<file path="src/rtl/alu_issue_ctrl.sv">
// rtl/alu_issue_ctrl.sv - issue/writeback stage around a 16-bit ALU; optional perf counters via ALU_ISSUE_PERF_EN
module alu_issue_ctrl #(
    parameter int NREG = 8,
    parameter int DW   = 16
) (
    input  logic            clk,
    input  logic            rst_n,
    input  logic            ld_en,
    input  logic [2:0]      ld_addr,
    input  logic [DW-1:0]   ld_data,
    output logic            ld_ready,
    input  logic            cmd_valid,
    output logic            cmd_ready,
    input  logic [2:0]      cmd_op,
    input  logic [2:0]      cmd_rs1,
    input  logic [2:0]      cmd_rs2,
    input  logic [2:0]      cmd_rd,
    output logic [DW-1:0]   alu_inp1,
    output logic [DW-1:0]   alu_inp2,
    output logic [2:0]      alu_opcode,
    input  logic [2*DW-1:0] alu_result,
    output logic            rsp_valid,
    input  logic            rsp_ready,
    output logic [2*DW-1:0] rsp_data,
    output logic            rsp_err
`ifdef ALU_ISSUE_PERF_EN
    ,
    output logic [15:0]     perf_ops,
    output logic [7:0]      perf_dz
`endif
);

    localparam logic [2:0] OP_MUL = 3'b010;
    localparam logic [2:0] OP_DIV = 3'b011;

    typedef enum logic [2:0] {
        S_IDLE,
        S_OPRD,
        S_EXEC,
        S_WB,
        S_RESP
    } state_t;

    state_t              r_state;
    state_t              w_next;
    logic [DW-1:0]       r_regs [NREG];
    logic [2:0]          r_op;
    logic [2:0]          r_rs1;
    logic [2:0]          r_rs2;
    logic [2:0]          r_rd;
    logic                r_dz;
    logic [2*DW-1:0]     r_res;
    logic [DW-1:0]       w_rs2_val;
    logic [2:0]          w_rd_hi;
    logic                w_wide;
    logic                w_rsp_hs;

    assign w_rs2_val = r_regs[r_rs2];
    assign w_rd_hi   = r_rd + 3'd1;
    assign w_wide    = (r_op == OP_MUL) || (r_op == OP_DIV);
    assign w_rsp_hs  = rsp_valid && rsp_ready;

    // State register
    always_ff @(posedge clk or negedge rst_n) begin
        if (!rst_n) begin
            r_state <= S_IDLE;
        end else begin
            r_state <= w_next;
        end
    end

    // Next-state and handshake readiness; loads and commands only accepted in IDLE
    always_comb begin
        w_next    = r_state;
        cmd_ready = 1'b0;
        ld_ready  = 1'b0;
        case (r_state)
            S_IDLE: begin
                cmd_ready = 1'b1;
                ld_ready  = 1'b1;
                if (cmd_valid) begin
                    w_next = S_OPRD;
                end
            end
            S_OPRD:  w_next = S_EXEC;
            S_EXEC:  w_next = S_WB;
            S_WB:    w_next = S_RESP;
            S_RESP: begin
                if (rsp_ready) begin
                    w_next = S_IDLE;
                end
            end
            default: w_next = S_IDLE;
        endcase
    end

    // Register file: loads in IDLE, result writeback (low half, plus high half for mul/div) in WB
    always_ff @(posedge clk or negedge rst_n) begin
        if (!rst_n) begin
            for (int i = 0; i < NREG; i++) begin
                r_regs[i] <= '0;
            end
        end else if (r_state == S_IDLE && ld_en) begin
            r_regs[ld_addr] <= ld_data;
        end else if (r_state == S_WB && !r_dz) begin
            r_regs[r_rd] <= r_res[DW-1:0];
            if (w_wide) begin
                r_regs[w_rd_hi] <= r_res[2*DW-1:DW];
            end
        end
    end

    // Command latch, operand issue, result capture and response register
    always_ff @(posedge clk or negedge rst_n) begin
        if (!rst_n) begin
            r_op       <= '0;
            r_rs1      <= '0;
            r_rs2      <= '0;
            r_rd       <= '0;
            r_dz       <= 1'b0;
            r_res      <= '0;
            alu_inp1   <= '0;
            alu_inp2   <= '0;
            alu_opcode <= '0;
            rsp_valid  <= 1'b0;
            rsp_data   <= '0;
            rsp_err    <= 1'b0;
        end else begin
            case (r_state)
                S_IDLE: begin
                    if (cmd_valid) begin
                        r_op  <= cmd_op;
                        r_rs1 <= cmd_rs1;
                        r_rs2 <= cmd_rs2;
                        r_rd  <= cmd_rd;
                    end
                end
                S_OPRD: begin
                    alu_inp1   <= r_regs[r_rs1];
                    alu_inp2   <= w_rs2_val;
                    alu_opcode <= r_op;
                    // 0x8000 is a negative zero to the ALU's divider, so it traps too
                    r_dz       <= (r_op == OP_DIV) &&
                                  (w_rs2_val[DW-2:0] == '0);
                end
                S_EXEC: begin
                    // The ALU output is undefined on a zero divisor; never sample it
                    r_res <= r_dz ? '0 : alu_result;
                end
                S_WB: begin
                    rsp_data  <= r_res;
                    rsp_err   <= r_dz;
                    rsp_valid <= 1'b1;
                end
                S_RESP: begin
                    if (rsp_ready) begin
                        rsp_valid <= 1'b0;
                    end
                end
                default: ;
            endcase
        end
    end

`ifdef ALU_ISSUE_PERF_EN
    // Response and trap counters, free-running with natural wrap
    always_ff @(posedge clk or negedge rst_n) begin
        if (!rst_n) begin
            perf_ops <= '0;
            perf_dz  <= '0;
        end else if (w_rsp_hs) begin
            perf_ops <= perf_ops + 16'd1;
            if (rsp_err) begin
                perf_dz <= perf_dz + 8'd1;
            end
        end
    end
`else
    // Counters absent; the handshake strobe has no consumer in this build
    logic w_unused;
    assign w_unused = w_rsp_hs;
`endif

endmodule

</file>
<file path="config.mk">
export PLATFORM = sky130hd
export DESIGN_NAME = alu_issue_ctrl
export DESIGN_NICKNAME = d
export VERILOG_FILES = /design/src/rtl/alu_issue_ctrl.sv
export SDC_FILE = /design/constraint.sdc
export NUM_CORES = 1
export LEC_CHECK = 0
export CORE_MARGIN = 4
export CORE_UTILIZATION = 35
export CTS_BUF_LIST = sky130_fd_sc_hd__clkbuf_16
export DETAILED_ROUTE_END_ITERATION = 8
export PLACE_DENSITY = 0.63
export RECOVER_POWER = 25
export SYNTH_ARGS = -nofsm -noshare
export SYNTH_HDL_FRONTEND = slang
export SYNTH_SLANG_ARGS = --single-unit
export TNS_END_PERCENT = 30
</file>
<file path="constraint.sdc">
create_clock -name clk -period 2 [get_ports clk]
set_input_delay 0.4 -clock clk [delete_from_list [all_inputs] [get_ports clk]]
set_output_delay 0.4 -clock clk [all_outputs]
set_load 0.01 [all_outputs]
</file>
-- Word level (Yosys, flattened, before mapping)
Cells that the tools add are included.
- $add $sub $neg: 1
- $mul: 0
- div/mod/pow operators: 0
- $lt $le $gt $ge: 8
- equality and inequality tests: 8
- shifts and indexed selects: 0
- mux-type cells: 25
- bitwise gates (word level): 5
- reduce and logical (&&, ||, !) cells: 15
- operators by type and width (kind ; count):
    $bwmux 128 ; 3
    $mux 128 ; 3
    $demux 16 s3 ; 3
    $mux 16 ; 7
    $bmux 16 s3 ; 2
    $mux 32 ; 1
    $ge 4x4->1 const B ; 5
    $not 3->4 ; 5
    $logic_not 15->1 ; 1
    $pmux 3 s5 ; 1
    $eq 3x2->1 const B ; 4
    $lt 4x1->1 const B ; 3
    $logic_and 1x1->1 ; 6
    $mux 3 ; 2
    $reduce_and 2->1 ; 3
    $ne 2x2->1 const B ; 2
    $reduce_bool 2->1 ; 2
    $add 3x1->3 const B ; 1
    $eq 3x1->1 const B ; 1
    $eq 3x3->1 const B ; 1
    $logic_not 3->1 ; 1
    $mux 1 ; 2
    $pmux 1 s2 ; 1
    $logic_not 1->1 ; 1
    $logic_or 1x1->1 ; 1
- flip-flop bits (word level): 245
- bits in latches: 0
- bits in writable memories: 0
- bits in read-only memories: 0
- input bits: 68
- output and inout bits: 71
- word-level logic and storage cells: 83
- memories kept: 0

-- Depth between registers and ports, before layout
Gate-level depths: netlist (run 1).
- depth in word-level cells: 10
- gate-level depth with buffers: 9
- depth with buffers taken out: 6

-- Least setup slack after synthesis (run 1)
No wires, ideal clock.
- path type: register to register
- from: register r_state[1]
- to: register r_regs[64] (netlist bit)
- library setup time: 126 ps
- arrival time: 1877 ps
- required time: 1874 ps
- setup slack: -3 ps
- stages on the path, launching flop included: 8
- cells stage by stage: dfrtp_1 > buf_2 > nor3_4 > nand3_2 > nor2_2 > nor2_1 > clkbuf_1 > a221o_1
- cells in the longest elaborated chain, start to end: 3
- elaborated cells between the ends (all ways): 6
- classes of those cells: eq/ne (1); mux (1); reduce/logical (4)
- RTL lines (what ; line ; source):
    start, declared ; 44 ; state_t r_state;
    start signal, assigned ; 68 ; r_state <= w_next;
    $eq 3x2->1 or $logic_not 3->1 (tied branches) ; 105, 103 ;
    $logic_and 1x1->1 (on tied branches) ; 105, 103 ;
    $reduce_bool 2->1 (no source line) or $mux 128 (tied branches) ; -- ;
    end signal, assigned by index ; 104 ; r_regs[ld_addr] <= ld_data;
    end signal, assigned by index ; 106 ; r_regs[r_rd] <= r_res[DW-1:0];
    end signal, assigned by index ; 108 ; r_regs[w_rd_hi] <= r_res[2*DW-1:DW];
    end, declared ; 46 ; logic [DW-1:0] r_regs [NREG];
Parallel ways exist; a longest one is shown, timed or not.
A chain may end at the register's enable or synchronous reset.

-- Worst setup path after layout (run 1)
- from: register r_rs2[0]
- to: register r_dz
- cells in the longest elaborated chain, start to end: 6
- RTL lines (what ; line ; source):
    start, declared ; 49 ; logic [2:0] r_rs2;
    start signal, assigned ; 134 ; r_rs2 <= cmd_rs2;
    $not 3->4 (implied by the code) ; 58 ; assign w_rs2_val = r_regs[r_rs2];
    $bmux 16 s3 ; 58 ;
    $mux 16 (implied by the code) (2 in a row) ; 58 ;
    $logic_not 15->1 ; 144 ; (w_rs2_val[DW-2:0] == '0);
    $logic_and 1x1->1 ; 143 ; r_dz <= (r_op == OP_DIV) &&
    end signal, assigned ; 143 ;
    end, declared ; 51 ; logic r_dz;
Every way passes these cells. The select of a mux whose other input is x is not followed.

==> results of run 1 <==
## timing repair
| item | in CTS | in global routing |
|---|---|---|
| endpoints found under the setup margin | 41 | 120 |
| cloned | 0 | 3 |
| setup buffers | 1 | 6 |
| hold buffers | 1 | 0 |
| gates resized for setup | 12 | 12 |
| pin swaps | 3 | 4 |
| endpoints found under the hold margin | 39 | 0 |
## per-stage QoR
stage | setup TNS (ps) | std cells | total power, uW | utilization (%)
6_report | -153 | 1982 | 32100 | 45.4
5_1_grt | -621 | 1982 | 33800 | 45.4
4_1_cts | -146 | 1973 | 31500 | 45.0
3_5_place_dp | -1800 | 1920 | 26300 | 42.7
3_3_place_gp | -422 | 1920 | 25900 | 42.7
2_1_floorplan | -53.0 | 1303 | 18800 | -
## tightest hold or removal path: stages
cell and delay (ps):
sky130_fd_sc_hd__clkdlybuf4s50_1 400, sky130_fd_sc_hd__nand2_1 60, sky130_fd_sc_hd__o21ai_0 60
## Yosys cell counts, types with 5 or more instances
master | n | area, sq um
sky130_fd_sc_hd__dfrtp_1 | 245 | 6130
sky130_fd_sc_hd__nor2_1 | 170 | 638
sky130_fd_sc_hd__mux2i_1 | 161 | 1610
sky130_fd_sc_hd__a211oi_1 | 128 | 961
sky130_fd_sc_hd__a221o_1 | 128 | 1280
sky130_fd_sc_hd__clkbuf_1 | 105 | 394
sky130_fd_sc_hd__nand2_1 | 73 | 274
sky130_fd_sc_hd__mux4_2 | 52 | 1170
sky130_fd_sc_hd__mux2_2 | 50 | 563
sky130_fd_sc_hd__o21ai_0 | 34 | 170
sky130_fd_sc_hd__a21oi_1 | 32 | 160
sky130_fd_sc_hd__buf_2 | 28 | 140
sky130_fd_sc_hd__buf_1 | 27 | 101
sky130_fd_sc_hd__mux4_1 | 10 | 263
sky130_fd_sc_hd__nand3_1 | 6 | 30.0
sky130_fd_sc_hd__nand3b_1 | 6 | 45.0
sky130_fd_sc_hd__nor2_2 | 6 | 37.5
sky130_fd_sc_hd__nor3b_1 | 5 | 37.5
## worst paths after layout
path / endpoint / slack (ps) / depth (start not counted)
worst max-delay path: r_dz / -150 / 7
worst min-delay path: r_res[20] / 400 / 3
worst max register to register: r_dz / -150 / 7
worst min register to register: rsp_err / 500 / 2
max in group asynchronous: r_rs2[0] / 270 / 3
min in group asynchronous: alu_inp1[8] / 690 / 2
## metal layers
layer / vias up / routed length, microns
met2: 782 / 22800
li1: 5261 / -
met5: - / 12
met1: 6220 / 22200
met3: 175 / 5350
met4: 2 / 2300
## state kept, by name (all words and copies together) (netlist names), 16 cells and up
signal	flops
alu_inp1	16
alu_inp2	16
r_regs	128
r_res	32
rsp_data	32
## power by group through the flow
stage	registers, uW	clock network, uW	logic (uW)
detailed placement	9920	0	16400
floorplan	8620	0	10100
CTS	9870	5130	16500
finish	10000	5060	17000
global placement	9810	0	16000
global route	10300	5340	18100
## cell families (layout without fill, tap and decap cells)
group / count (synthesis) / in the layout / synth area share (%)
buffers and inverters: 167 / 321 / 4.86
muxes: 273 / 273 / 25.2
and+or+nand+nor: 288 / 288 / 8.78
xor gates and xnor gates: 2 / 2 / 0.122
adders and majority gates: 1 / 1 / 0.0872
DFF: 245 / 245 / 42.7
AOI/OAI and AO/OA: 327 / 327 / 18.3
## cells in the final DEF, fill, tap and decap left out, types with 7 or more instances in the layout
cell type and n:
sky130_fd_sc_hd__mux2i_1 158, sky130_fd_sc_hd__buf_4 83, sky130_fd_sc_hd__a21oi_1 32, sky130_fd_sc_hd__nand2_1 72
sky130_fd_sc_hd__a221o_1 128, sky130_fd_sc_hd__o21ai_0 34, sky130_fd_sc_hd__mux4_2 54, sky130_fd_sc_hd__mux4_1 8
sky130_fd_sc_hd__a211oi_1 128, sky130_fd_sc_hd__clkdlybuf4s50_1 135, sky130_fd_sc_hd__buf_12 37, sky130_fd_sc_hd__mux2_2 50
sky130_fd_sc_hd__nor2_1 170, sky130_fd_sc_hd__clkbuf_16 32, sky130_fd_sc_hd__dfrtp_1 242, sky130_fd_sc_hd__inv_1 7
## final cells by class
type                            count  share of cell area [%]
Sequential cell                   245                    33.7
Inverter                            2                  0.0412
Timing Repair Buffer              268                    15.9
Multi-Input combinational cell    891                    41.9
Tap cell                          525                    3.61
Clock buffer                       29                    3.99
Clock inverter                     22                   0.859
==> report_table.html, run 1 <==
<table>
<tr><th>Metric</th><th>Value</th></tr>
<tr><th colspan="2">STA</th></tr>
<tr><td>Part of the cycle the worst path needs</td><td>108%</td></tr>
<tr><td>Final setup fails</td><td>1</td></tr>
<tr><td>Final-report hold violation count</td><td>0</td></tr>
<tr><td>Final number of max-transition violations</td><td>0</td></tr>
<tr><td>Final worst hold slack</td><td>398 ps</td></tr>
<tr><td>Worst slew margin</td><td>8.80%</td></tr>
<tr><td>PnR worst setup slack</td><td>-153 ps</td></tr>
<tr><td>Time the worst path needs with I/O delays and setup</td><td>2150 ps</td></tr>
<tr><td>Unrepaired setup endpoints after global routing</td><td>true</td></tr>
<tr><td>Highest clock rate</td><td>464 MHz</td></tr>
<tr><td>Layout Skew</td><td>15.7 ps</td></tr>
<tr><td>Slew at the pin with the worst max-slew slack</td><td>1370 ps</td></tr>
<tr><th colspan="2">Place</th></tr>
<tr><td>Cell area reported after detailed placement</td><td>17100 sq um</td></tr>
<tr><td>Half-perimeter wire length after placement</td><td>33100 microns</td></tr>
<tr><td>Worst setup timing slack at the placement stage</td><td>-393 ps</td></tr>
<tr><td>Count of input and output buffers</td><td>138</td></tr>
<tr><td>Routability congestion estimate</td><td>0.905</td></tr>
<tr><th colspan="2">Clock tree</th></tr>
<tr><td>Number of H-tree levels</td><td>1</td></tr>
<tr><td>Root Buffer Master</td><td>sky130_fd_sc_hd__clkbuf_16</td></tr>
<tr><td>Number of buffers created by CTS</td><td>29</td></tr>
<tr><td>Clock tree from TritonCTS</td><td>done</td></tr>
<tr><td>Clock Latency Late Sink</td><td>560 ps</td></tr>
<tr><td>Clock slew seen by the registers of the worst setup and hold paths</td><td>60 ps</td></tr>
<tr><td>Maximum clock path buffer count</td><td>3</td></tr>
<tr><td>Sinks on Clock Net</td><td>245</td></tr>
<tr><th colspan="2">Setup path</th></tr>
<tr><td>Endpoint class of the critical path</td><td>register</td></tr>
<tr><td>Number of buffers and inverters on the critical path</td><td>3</td></tr>
<tr><td>Crit path required time</td><td>2460 ps</td></tr>
<tr><td>Setup crit start</td><td>r_rs2[0]</td></tr>
<tr><td>Family with the most delay on the worst path</td><td>multiplexers</td></tr>
<tr><td>Crit path launch type</td><td>register</td></tr>
<tr><td>Cell with the largest stage delay on the worst path</td><td>sky130_fd_sc_hd__mux4_2</td></tr>
<tr><td>Worst R2R Start</td><td>r_rs2[0]</td></tr>
<tr><td>Ordered cell list for the critical path</td><td>buf_12 -&gt; buf_12 -&gt; mux4_2 -&gt; mux2i_2 -&gt; buf_4 -&gt; nand4_1 -&gt; o32ai_2</td></tr>
<tr><td>Maximum fanout encountered on the critical timing path</td><td>14</td></tr>
<tr><td>Most used cell along the critical path</td><td>sky130_fd_sc_hd__buf_12</td></tr>
<tr><td>Arrival time at the worst endpoint</td><td>2620 ps</td></tr>
<tr><td>Crit path largest cell delay</td><td>500 ps</td></tr>
<tr><td>Category of the critical setup timing path</td><td>register to register</td></tr>
<tr><th colspan="2">Global routing</th></tr>
<tr><td>Vias in the first global route</td><td>12100</td></tr>
<tr><td>Pin count of the biggest net entering global routing</td><td>69</td></tr>
<tr><td>GR met3 Demand/Resource</td><td>5.39%</td></tr>
<tr><td>Met2 layer usage reported by global route</td><td>33.8%</td></tr>
<tr><td>Layer with the highest usage after global routing</td><td>met2</td></tr>
<tr><td>Wire length of the first global-routing pass</td><td>78800 microns</td></tr>
<tr><td>Total global routing overflow</td><td>0</td></tr>
<tr><td>Global routing usage summed across all routing layers</td><td>22.8%</td></tr>
<tr><td>Initial antenna violation count</td><td>1</td></tr>
<tr><td>Grt met1 use</td><td>32.7%</td></tr>
<tr><th colspan="2">Routing</th></tr>
<tr><td>Number of violations reported at the end of detailed-routing iteration 0</td><td>1514</td></tr>
<tr><td>Routed wire length per instance</td><td>26.6 microns</td></tr>
<tr><td>Number of DRC violations after detailed routing</td><td>0</td></tr>
<tr><td>First-pass iteration count of the detailed router</td><td>5</td></tr>
<tr><td>Overall routed net length</td><td>52700 microns</td></tr>
<tr><td>Detail Route Antenna Nets</td><td>0</td></tr>
<tr><td>Number of vias in the routed layout</td><td>12400</td></tr>
<tr><td>Drt via density</td><td>6.28</td></tr>
<tr><th colspan="2">Floorplan</th></tr>
<tr><td>Effective utilization at floorplan</td><td>35.8%</td></tr>
<tr><td>Vertical die dimension</td><td>210 microns</td></tr>
<tr><td>Floorplan core area</td><td>40100 sq um</td></tr>
<tr><td>X dimension of the die</td><td>210 microns</td></tr>
<tr><td>Die Area</td><td>44300 sq um</td></tr>
<tr><td>I/O Pins</td><td>139</td></tr>
<tr><td>Core Rows</td><td>73</td></tr>
<tr><th colspan="2">Power and ir drop</th></tr>
<tr><td>Logic pwr share</td><td>53.0%</td></tr>
<tr><td>Internal cell power</td><td>18900 uW</td></tr>
<tr><td>Flop pwr share</td><td>31.3%</td></tr>
<tr><td>VDD IR max</td><td>0.000904 V</td></tr>
<tr><td>Total power divided by cell area</td><td>1760 nW/um^2</td></tr>
<tr><td>Net switching component of the power</td><td>13300 uW</td></tr>
<tr><td>Static leakage</td><td>0.00796 uW</td></tr>
<tr><td>Clock network power share</td><td>15.8%</td></tr>
<tr><td>Sw frac</td><td>41.3%</td></tr>
<tr><th colspan="2">Logic synthesis</th></tr>
<tr><td>Synth async-reset ratio</td><td>100%</td></tr>
<tr><td>Avg Synthesized Cell Area</td><td>11.0 sq um</td></tr>
<tr><td>Synth cell types</td><td>43</td></tr>
<tr><td>Portion of the post-synthesis area used by sequential elements</td><td>42.7%</td></tr>
<tr><td>Syn Std Cell Area</td><td>14300 sq um</td></tr>
<tr><td>Number of enable flip-flop cells after synthesis</td><td>0</td></tr>
<tr><td>Yosys synthesis warning count</td><td>0</td></tr>
<tr><td>Gate count after technology mapping</td><td>1303</td></tr>
<tr><td>Number of storage elements in the synthesis netlist</td><td>245</td></tr>
<tr><td>Mapped Nets</td><td>1372</td></tr>
<tr><td>Post-synth top flop</td><td>sky130_fd_sc_hd__dfrtp_1</td></tr>
<tr><th colspan="2">Layout</th></tr>
<tr><td>Fraction of final layout cells with drive strength greater than 1</td><td>21.0%</td></tr>
<tr><td>Fill cell instance count of the final layout</td><td>3664</td></tr>
<tr><td>Final Instance Area</td><td>18200 sq um</td></tr>
<tr><td>Net count of the finished layout</td><td>1506</td></tr>
<tr><td>Number of antenna diodes</td><td>0</td></tr>
<tr><td>Total area of sequential cells</td><td>6130 sq um</td></tr>
<tr><td>Multi-input combinational cell area</td><td>7620 sq um</td></tr>
<tr><td>Area Overhead vs Synth</td><td>26.9%</td></tr>
<tr><th colspan="2">Outcome</th></tr>
<tr><td>Result of the run</td><td>finished, violations left</td></tr>
<tr><td>Failing checks</td><td>negative setup slack</td></tr>
<tr><th colspan="2">Min path</th></tr>
<tr><td>Hold/Removal Path Class</td><td>input port to register</td></tr>
<tr><td>HP Start</td><td>alu_result[20]</td></tr>
<tr><th colspan="2">Job</th></tr>
<tr><td>Max Cap Violations</td><td>0</td></tr>
</table>
No activity file was read; power rests on OpenSTA's default activity.
==> run 2, diff against run 1 <==
Settings changed: CORE_ASPECT_RATIO set to 1.2.
==> run 2 against run 1 <==
Effect of this change: the run still ends with negative setup slack left; critical path depth grew 1; worst hold slack gained 13 ps; via count shrank 2.3%; critical endpoint unchanged; largest power group unchanged.
==> report_table.html, run 2 (synthesis results as in run 1) <==
<table>
<tr><th>Metric</th><th>Value</th></tr>
<tr><th colspan="2">Outcome</th></tr>
<tr><td>Result of the run</td><td>finished, violations left</td></tr>
<tr><td>Failing checks</td><td>negative setup slack</td></tr>
<tr><th colspan="2">Clock tree</th></tr>
<tr><td>Root Buffer Master</td><td>sky130_fd_sc_hd__clkbuf_16</td></tr>
<tr><td>Number of buffers created by CTS</td><td>25</td></tr>
<tr><td>Clock tree from TritonCTS</td><td>done</td></tr>
<tr><td>Maximum clock path buffer count</td><td>3</td></tr>
<tr><td>Clock Latency Late Sink</td><td>550 ps</td></tr>
<tr><td>Clock slew seen by the registers of the worst setup and hold paths</td><td>60 ps</td></tr>
<tr><td>Sinks on Clock Net</td><td>245</td></tr>
<tr><td>Number of H-tree levels</td><td>1</td></tr>
<tr><th colspan="2">Layout</th></tr>
<tr><td>Net count of the finished layout</td><td>1506</td></tr>
<tr><td>Final core area utilization</td><td>44.4%</td></tr>
<tr><td>Flip-flop count of the largest register after layout</td><td>128</td></tr>
<tr><td>Leading cell type in the layout, fill and taps excluded</td><td>sky130_fd_sc_hd__dfrtp_1</td></tr>
<tr><td>Area Overhead vs Synth</td><td>25.8%</td></tr>
<tr><td>Fraction of final layout cells with drive strength greater than 1</td><td>21.2%</td></tr>
<tr><td>Biggest regs</td><td>r_regs: 128 flops, r_res: 32 flops, rsp_data: 32 flops</td></tr>
<tr><td>Multi-input combinational cell area</td><td>7600 sq um</td></tr>
<tr><td>Final instance count without filler cells</td><td>1989</td></tr>
<tr><td>Number of antenna diodes</td><td>0</td></tr>
<tr><td>Final Instance Area</td><td>18100 sq um</td></tr>
<tr><td>Total area of sequential cells</td><td>6130 sq um</td></tr>
<tr><td>Top library cells by usage in the layout, fill and taps aside</td><td>sky130_fd_sc_hd__dfrtp_1 (242), sky130_fd_sc_hd__nor2_1 (169), sky130_fd_sc_hd__mux2i_1 (157), sky130_fd_sc_hd__clkdlybuf4s50_1 (135)</td></tr>
<tr><td>Reg with most FFs</td><td>r_regs</td></tr>
<tr><td>Fill cell instance count of the final layout</td><td>3777</td></tr>
<tr><th colspan="2">STA</th></tr>
<tr><td>PnR worst setup slack</td><td>-95.2 ps</td></tr>
<tr><td>Final number of max-transition violations</td><td>0</td></tr>
<tr><td>Layout Skew</td><td>15.1 ps</td></tr>
<tr><td>Final setup fails</td><td>1</td></tr>
<tr><td>Final worst hold slack</td><td>411 ps</td></tr>
<tr><td>Slew at the pin with the worst max-slew slack</td><td>1490 ps</td></tr>
<tr><td>Time the worst path needs with I/O delays and setup</td><td>2100 ps</td></tr>
<tr><td>Final-report hold violation count</td><td>0</td></tr>
<tr><td>Unrepaired setup endpoints after global routing</td><td>true</td></tr>
<tr><td>Part of the cycle the worst path needs</td><td>105%</td></tr>
<tr><td>Highest clock rate</td><td>477 MHz</td></tr>
<tr><td>Worst slew margin</td><td>0.799%</td></tr>
<tr><th colspan="2">Routing</th></tr>
<tr><td>Overall routed net length</td><td>50500 microns</td></tr>
<tr><td>Drt via density</td><td>6.11</td></tr>
<tr><td>First-pass iteration count of the detailed router</td><td>6</td></tr>
<tr><td>Number of violations reported at the end of detailed-routing iteration 0</td><td>1374</td></tr>
<tr><td>Number of DRC violations after detailed routing</td><td>0</td></tr>
<tr><td>Number of vias in the routed layout</td><td>12200</td></tr>
<tr><td>Routed wire length per instance</td><td>25.4 microns</td></tr>
<tr><td>Detail Route Antenna Nets</td><td>0</td></tr>
<tr><th colspan="2">Setup path</th></tr>
<tr><td>Maximum fanout encountered on the critical timing path</td><td>8</td></tr>
<tr><td>Ordered cell list for the critical path</td><td>buf_4 -&gt; buf_12 -&gt; buf_6 -&gt; mux4_2 -&gt; mux2i_1 -&gt; buf_4 -&gt; nand4_1 -&gt; o32ai_2</td></tr>
<tr><td>Cell with the largest stage delay on the worst path</td><td>sky130_fd_sc_hd__mux4_2</td></tr>
<tr><td>Critical path depth in cells</td><td>8</td></tr>
<tr><td>Family with the most delay on the worst path</td><td>multiplexers</td></tr>
<tr><td>Logic depth of the worst register-to-register path</td><td>8</td></tr>
<tr><td>Most used cell along the critical path</td><td>sky130_fd_sc_hd__buf_4</td></tr>
<tr><td>Number of buffers and inverters on the critical path</td><td>4</td></tr>
<tr><td>Crit path largest cell delay</td><td>480 ps</td></tr>
<tr><td>Endpoint class of the critical path</td><td>register</td></tr>
<tr><td>Crit path required time</td><td>2450 ps</td></tr>
<tr><td>Arrival time at the worst endpoint</td><td>2550 ps</td></tr>
<tr><td>Category of the critical setup timing path</td><td>register to register</td></tr>
<tr><td>Crit path launch type</td><td>register</td></tr>
<tr><th colspan="2">Global routing</th></tr>
<tr><td>Vias in the first global route</td><td>12100</td></tr>
<tr><td>Initial antenna violation count</td><td>0</td></tr>
<tr><td>Wire length of the first global-routing pass</td><td>77000 microns</td></tr>
<tr><td>Pin count of the biggest net entering global routing</td><td>66</td></tr>
<tr><td>Global routing usage summed across all routing layers</td><td>22.5%</td></tr>
<tr><td>Total global routing overflow</td><td>0</td></tr>
<tr><th colspan="2">Power and ir drop</th></tr>
<tr><td>Total power divided by cell area</td><td>1740 nW/um^2</td></tr>
<tr><td>Total power</td><td>31400 uW</td></tr>
<tr><td>VDD IR max</td><td>0.000747 V</td></tr>
<tr><td>Static leakage</td><td>0.00785 uW</td></tr>
<tr><th colspan="2">Floorplan</th></tr>
<tr><td>X dimension of the die</td><td>193 microns</td></tr>
<tr><td>Die Area</td><td>44300 sq um</td></tr>
<tr><td>Effective utilization at floorplan</td><td>35.3%</td></tr>
<tr><td>Core Rows</td><td>81</td></tr>
<tr><td>I/O Pins</td><td>139</td></tr>
<tr><td>Floorplan core area</td><td>40600 sq um</td></tr>
<tr><td>Vertical die dimension</td><td>230 microns</td></tr>
<tr><th colspan="2">Place</th></tr>
<tr><td>Routability congestion estimate</td><td>0.905</td></tr>
<tr><td>Total placed cells including tap cells</td><td>1927</td></tr>
<tr><td>Half-perimeter wire length after placement</td><td>32800 microns</td></tr>
<tr><td>Cell area reported after detailed placement</td><td>17100 sq um</td></tr>
<tr><td>Count of input and output buffers</td><td>138</td></tr>
<tr><th colspan="2">Job</th></tr>
<tr><td>Max Cap Violations</td><td>0</td></tr>
<tr><th colspan="2">Min path</th></tr>
<tr><td>Hold/Removal Path Class</td><td>input port to register</td></tr>
<tr><td>Hold depth</td><td>3</td></tr>
</table>
==> run 2: changes by cell type in the layout (fill, tap and decap cells not counted), moves of 2 or more <==
| cell | previous run | this run |
|---|---|---|
| sky130_fd_sc_hd__clkinv_2 | 6 | 4 |
| sky130_fd_sc_hd__clkbuf_16 | 32 | 25 |
| sky130_fd_sc_hd__buf_16 | 0 | 2 |
| sky130_fd_sc_hd__buf_2 | 0 | 2 |
| sky130_fd_sc_hd__mux4_1 | 8 | 3 |
| sky130_fd_sc_hd__mux4_2 | 54 | 59 |
| sky130_fd_sc_hd__nor2_2 | 5 | 7 |
| sky130_fd_sc_hd__inv_6 | 2 | 0 |
| sky130_fd_sc_hd__buf_4 | 83 | 85 |
==> run 2: path summary, 6_finish.rpt <==
path | start | end | slack (ps)
hold / removal | alu_result[31] | r_res[31] | 410
setup reg to reg | r_rs2[0] | r_dz | -100
max in group asynchronous | rst_n | r_rs1[0] | 200
min in group asynchronous | rst_n | r_rs2[2] | 760
hold reg to reg | rsp_err | rsp_err | 480
setup / recovery | r_rs2[0] | r_dz | -100
==> run 2: power by group <==
part	switching [uW]	total [uW]	internal, uW	leakage [uW]
sequential	2830	9950	7120	0.00308
clock	2030	4390	2370	0.000376
combinational	8030	17000	8980	0.00439
total	12900	31400	18500	0.00785
==> run 2: tightest hold or removal path: cells and delay by family <==
family                 cells  cell delay [ps]
AO/OA/AOI/OAI              1               60
buffers and inverters      1              390
AND/OR/NAND/NOR            1               60
==> run 2: final cells by class <==
class / instances / area share, %
Clock buffer: 25 / 3.47
Tap cell: 539 / 3.74
Multi-Input combinational cell: 891 / 42.1
Clock inverter: 15 / 0.485
Timing Repair Buffer: 272 / 16.2
Sequential cell: 245 / 34.0
Inverter: 2 / 0.0416
==> run 2: through the flow <==
| step | setup TNS (ps) | worst slack [ps] |
|---|---|---|
| floorplan | -53.0 | -2.95 |
| global placement | -159 | -125 |
| detailed placement | -859 | -168 |
| CTS | -83.0 | -83.0 |
| global route | -1530 | -167 |
| finish | -95.2 | -95.2 |
==> run 2: timing repair <==
| action | 4_1_cts | 5_1_grt |
|---|---|---|
| hold buffers | 1 | 0 |
| gates resized for setup | 16 | 15 |
| cloned | 2 | 0 |
| pin swaps | 5 | 3 |
| buffers inserted | 15 | 5 |
| endpoints found under the hold margin | 45 | 0 |
| endpoints found under the setup margin | 35 | 123 |
==> run 2: per-layer routing <==
metal	global-route usage [%]	vias up	part of all wire (%)
met1	31.3	6111	41
li1	-	5238	-
met5	0	-	0
met2	34.2	670	45
met4	8.96	0	4.2
met3	4.75	133	9.4
